## config.mk

```make
export PLATFORM = sky130hd
export DESIGN_NAME = cluster_assign
export DESIGN_NICKNAME = d
export VERILOG_FILES = /design/src/rtl/cluster_assign.sv
export SDC_FILE = /design/constraint.sdc
export NUM_CORES = 1
export LEC_CHECK = 0
export BUFFER_PORTS_ARGS = -buffer_cell sky130_fd_sc_hd__clkbuf_2
export CORE_MARGIN = 8
export CORE_UTILIZATION = 39
export DETAILED_ROUTE_END_ITERATION = 10
export GPL_TIMING_DRIVEN = 0
export SLEW_MARGIN = 20
export SYNTH_ARGS = -nofsm -noshare
export SYNTH_HDL_FRONTEND = slang
export SYNTH_SLANG_ARGS = --single-unit
```

## constraint.sdc

```tcl
create_clock -name clk -period 14 [get_ports clk]
set_clock_uncertainty 0.2 [all_clocks]
set_input_delay 0.7 -clock clk [delete_from_list [all_inputs] [get_ports clk]]
set_output_delay 0.7 -clock clk [all_outputs]
set_load 0.005 [all_outputs]
```

## src/rtl/cluster_assign.sv

```systemverilog
// rtl/cluster_assign.sv - nearest-mean pixel classifier over K RGB means (Manhattan distance).
// Optional macro CLUSTER_COUNT_EN adds per-cluster saturating assignment counters.

module manhattan_dist (
   input  logic        en,
   input  logic [23:0] a,
   input  logic [23:0] b,
   output logic [10:0] d
);
   logic [7:0] dr, dg, db;

   always_comb begin
      dr = (a[23:16] > b[23:16]) ? a[23:16] - b[23:16] : b[23:16] - a[23:16];
      dg = (a[15:8]  > b[15:8])  ? a[15:8]  - b[15:8]  : b[15:8]  - a[15:8];
      db = (a[7:0]   > b[7:0])   ? a[7:0]   - b[7:0]   : b[7:0]   - a[7:0];
      d  = en ? ({3'b000, dr} + {3'b000, dg} + {3'b000, db}) : 11'd0;
   end
endmodule

module cluster_assign #(
   parameter int K = 4
) (
   input  logic        clk,
   input  logic        rst_n,
   input  logic        mean_we,
   input  logic [2:0]  mean_addr,
   input  logic [23:0] mean_data,
   input  logic        pixel_valid,
   output logic        pixel_ready,
   input  logic [23:0] pixel,
   output logic        result_valid,
   input  logic        result_ready,
   output logic [2:0]  cluster,
   output logic [10:0] min_d,
   output logic        busy
`ifdef CLUSTER_COUNT_EN
   ,
   input  logic [2:0]  count_sel,
   output logic [15:0] count
`endif
);
   typedef enum logic [1:0] {IDLE, SCAN, DONE} state_t;

   localparam logic [3:0] K_LIM    = 4'(K);
   localparam logic [2:0] LAST_IDX = 3'(K - 1);

   state_t      state, state_nx;
   logic [23:0] means [8];
   logic [23:0] pix;
   logic [2:0]  idx;
   logic [10:0] best_d;
   logic [2:0]  best_idx;
   logic [10:0] d;
   logic        dist_en;
   logic        accept;
   logic        take;
   logic        last;
   logic        better;

   manhattan_dist u_dist (
      .en (dist_en),
      .a  (pix),
      .b  (means[idx]),
      .d  (d)
   );

   assign pixel_ready  = (state == IDLE);
   assign result_valid = (state == DONE);
   assign busy         = (state != IDLE);
   assign accept       = pixel_valid && (state == IDLE);
   assign take         = result_ready && (state == DONE);
   assign last         = (idx == LAST_IDX);
   // Strict compare keeps the earliest index on ties; index 0 always seeds the best.
   assign better       = (idx == 3'd0) || (d < best_d);

   always_ff @(posedge clk or negedge rst_n) begin
      if (!rst_n) state <= IDLE;
      else        state <= state_nx;
   end

   always_comb begin
      state_nx = state;
      dist_en  = 1'b0;
      case (state)
         IDLE: if (accept) state_nx = SCAN;
         SCAN: begin
            dist_en = 1'b1;
            if (last) state_nx = DONE;
         end
         DONE: if (take) state_nx = IDLE;
         default: state_nx = IDLE;
      endcase
   end

   always_ff @(posedge clk or negedge rst_n) begin
      if (!rst_n) begin
         for (int i = 0; i < 8; i++) means[i] <= '0;
         pix      <= '0;
         idx      <= '0;
         best_d   <= '0;
         best_idx <= '0;
         cluster  <= '0;
         min_d    <= '0;
      end else begin
         if (mean_we && (state == IDLE) && ({1'b0, mean_addr} < K_LIM))
            means[mean_addr] <= mean_data;
         if (accept) begin
            pix <= pixel;
            idx <= '0;
         end
         if (state == SCAN) begin
            idx <= idx + 3'd1;
            if (better) begin
               best_d   <= d;
               best_idx <= idx;
            end
            // Outputs update only on the final compare so they hold steady during a scan.
            if (last) begin
               cluster <= better ? idx : best_idx;
               min_d   <= better ? d : best_d;
            end
         end
      end
   end

`ifdef CLUSTER_COUNT_EN
   logic [15:0] counts [8];

   always_ff @(posedge clk or negedge rst_n) begin
      if (!rst_n) begin
         for (int i = 0; i < 8; i++) counts[i] <= '0;
      end else if (take && (counts[cluster] != 16'hFFFF)) begin
         counts[cluster] <= counts[cluster] + 16'd1;
      end
   end

   assign count = counts[count_sel];
`endif
endmodule
```

==> impl_results.md <==
- Run status: finished, final reports clean
- Critical Path AT: 9.35 ns
- Die ar.: 39470 um2
- Setup CP Type: reg -> reg
- Post-route cell area: 14980 um2
- Area of the multi-input gates: 5914 um2
- FF-to-FF path depth: 32
- Syn. warnings: 0
- Final WS setup: 4.857 ns
- Postcts setup bufs: 0
- Commonest non-fill, non-tap cell in the layout: dfrtp_1
- CP Max Fanout: 10
- Area after DPL: 14000 um2
- Nets: 1365
- Max stage delay on crit path: 0.57 ns
- Initial detailed-routing violation count: 304
- Initial antenna violation count: 2
- First-pass iteration count of the detailed router: 4
- Die Span Y: 198.7 um
- Root Driver: clkbuf_16
- RR Endpoint: min_d[9]
- Min Tclk post-route: 9.143 ns
- Fmax achieved: 0.1094 GHz
- Largest net degree at the start of global routing: 87
- Clk sinks: 249
- Pins Over Slew Limit: 0
- Via count: 8389
- Critical Path End Type: register
- H-Tree Depth: 1
- Req. time, crit path: 14.20 ns
- Worst setup path startpoint: idx[0]
- #FFs+latches synth: 249
- Library cells used by synthesis: 61
- First-pass GRT wire length: 47.93 mm
- Antenna-violating nets left: 0
- Clock Latency Late Sink: 0.55 ns
- Remaining DRCs: 0
- Final hold vios: 0
- EDFF count, synth: 0
- Asr flop ratio synth: 100.0%
- Final setup TNS: 0 ns
- Final GP Congestion: 0.8287
- R2R setup slack: 4.86 ns
- FF+latch area: 6231 um2
- CORE AREA: 33200 um2
- DP Wirelength: 22.11 mm
- Crit-path slowest cell: mux4_2
- Area growth syn-to-layout: 15.12%
- Synthesized Nets: 1261
- RR Startpoint: idx[0]
- Period utilisation layout: 65.31%
- Crit path depth: 32
- Largest delay share family, worst path: compound AO/OA/AOI/OAI gates
- Commonest non-fill, non-tap cells in the layout: dfrtp_1, clkbuf_1, mux2_2
- Slew HR: 42.63%
- Via/cell ratio: 4.946
- Cts bufs inserted: 27
- Initial Util: 39.20%
- Post-CTS Hold Buffers: 1
- Synth Instances: 1124
- Global route overflow: 0
- Synthesized area: 13010 um2
- Layout cell share with drive strength beyond 1: 25.90%
- I/O pin count: 73
- Resized Gates After CTS: 0
- Hold crit path type: in -> reg
- Final setup vio count: 0
- Fill cells: 3135
- Number of global-route vias before repair: 8923
- Clock-pin slew on the worst setup and hold paths: 0.06 ns
- CP startpoint kind: register
- Gr usage total: 15.26%
- WHS Path Cells: 2
- Part of the Yosys area used for sequential elements: 47.88%
- Top FF cell, synth: dfrtp_1
- Slew @ Worst Pin: 0.8605 ns
- Max_cap viols: 0
- TritonCTS clock tree: built
- Most frequent CP cell: ha_1
- RSZ-0062 raised after global routing: false
- Post-Syn Area per Cell: 11.58 um2
- Crit path buffers/inverters: 6
- WL/cell: 17.33 um
- Die width: 198.7 um
- Detailed Route WL: 29.40 mm
- Number of port buffers: 72
- Setup WS pre-CTS: 4.764 ns
- Clk buf depth: 3
- Worst setup path end: min_d[9]
- # rows: 67
## per-layer routing
metal  GRT usage (%)  part of all wire, %
met1           19.47                   45
met2           26.52                   50
met3           2.673                  3.5
met4           3.980                  2.1
met5               0                0.044
## through the flow
step	hold WS, ns	util [%]	instances
finish	0.1493	45.13	1696
detailed placement	0.2418	42.16	1646
CTS	0.1276	45.12	1695
global placement	0.2349	41.97	1644
global route	0.1471	45.12	1695
floorplan	0.2044	-	1124
## synthesized netlist by cell type (8+ instances only)
library cell  count  area share (%)
clkbuf_1        121             3.5
a21o_1           11            0.63
and2_1           35             1.7
a21oi_1          26             1.0
buf_2            15            0.58
o21ai_0          52             2.0
fa_1              8             1.2
xnor2_1          19             1.3
mux2_2          118              10
mux4_2           48             8.3
inv_1            79             2.3
nand2_1          98             2.8
ha_1             73             7.0
mux2i_1          19             1.5
nor2_1           27            0.78
o21a_1           10            0.58
dfrtp_1         249              48
## layout make-up
type,count,share of cell area [%]
diodes,1,0.01670
plain buffers,141,3.784
clock buffers,31,4.878
clock inverters,17,1.604
inverters,80,2.005
multi-input cells,654,39.48
flip-flops and latches,249,41.59
well taps,448,3.742
repair buffers,75,2.898
## worst register-to-register path: cells and delay by family, from the launching register on
family	cells	cell delay, ns
AOI/OAI and AO/OA	11	2.33
xor gates and xnor gates	2	0.47
adders and majority gates	4	1.08
buffers and inverters	6	2.18
DFF	1	0.36
muxes	4	1.42
and+or+nand+nor	5	0.96
## how the worst min path moves through the flow
| stage | from | to | slack (ns) |
|---|---|---|---|
| floorplan | rst_n | best_d[0] | 0.20 |
| global placement | means[14] | means[14] | 0.23 |
| detailed placement | means[27] | means[27] | 0.24 |
| CTS | result_ready | state[1] | 0.13 |
| global route | result_ready | state[1] | 0.15 |
| finish | result_ready | state[1] | 0.15 |
## cells by family (layout without fill, tap and decap cells)
family | Yosys count | count (layout) | synth area share [%]
compound gates | 152 | 152 | 7.712
fa+ha+maj | 81 | 81 | 8.250
buf+inv | 221 | 344 | 6.663
other cells | 0 | 1 | 0
mux | 185 | 185 | 19.98
flops | 249 | 249 | 47.88
xor+xnor | 25 | 25 | 1.683
simple gates | 211 | 211 | 7.827
## flip-flops by register name, summed over array words and instances (netlist names)
| register | count |
|---|---|
| best_d | 11 |
| min_d | 11 |
| best_idx | 3 |
| idx | 3 |
| pix | 24 |
| cluster | 3 |
| state | 2 |
| means | 192 |
Power is not shown: default switching activity piles up to over one toggle a cycle in this logic, so the estimate is an artifact.
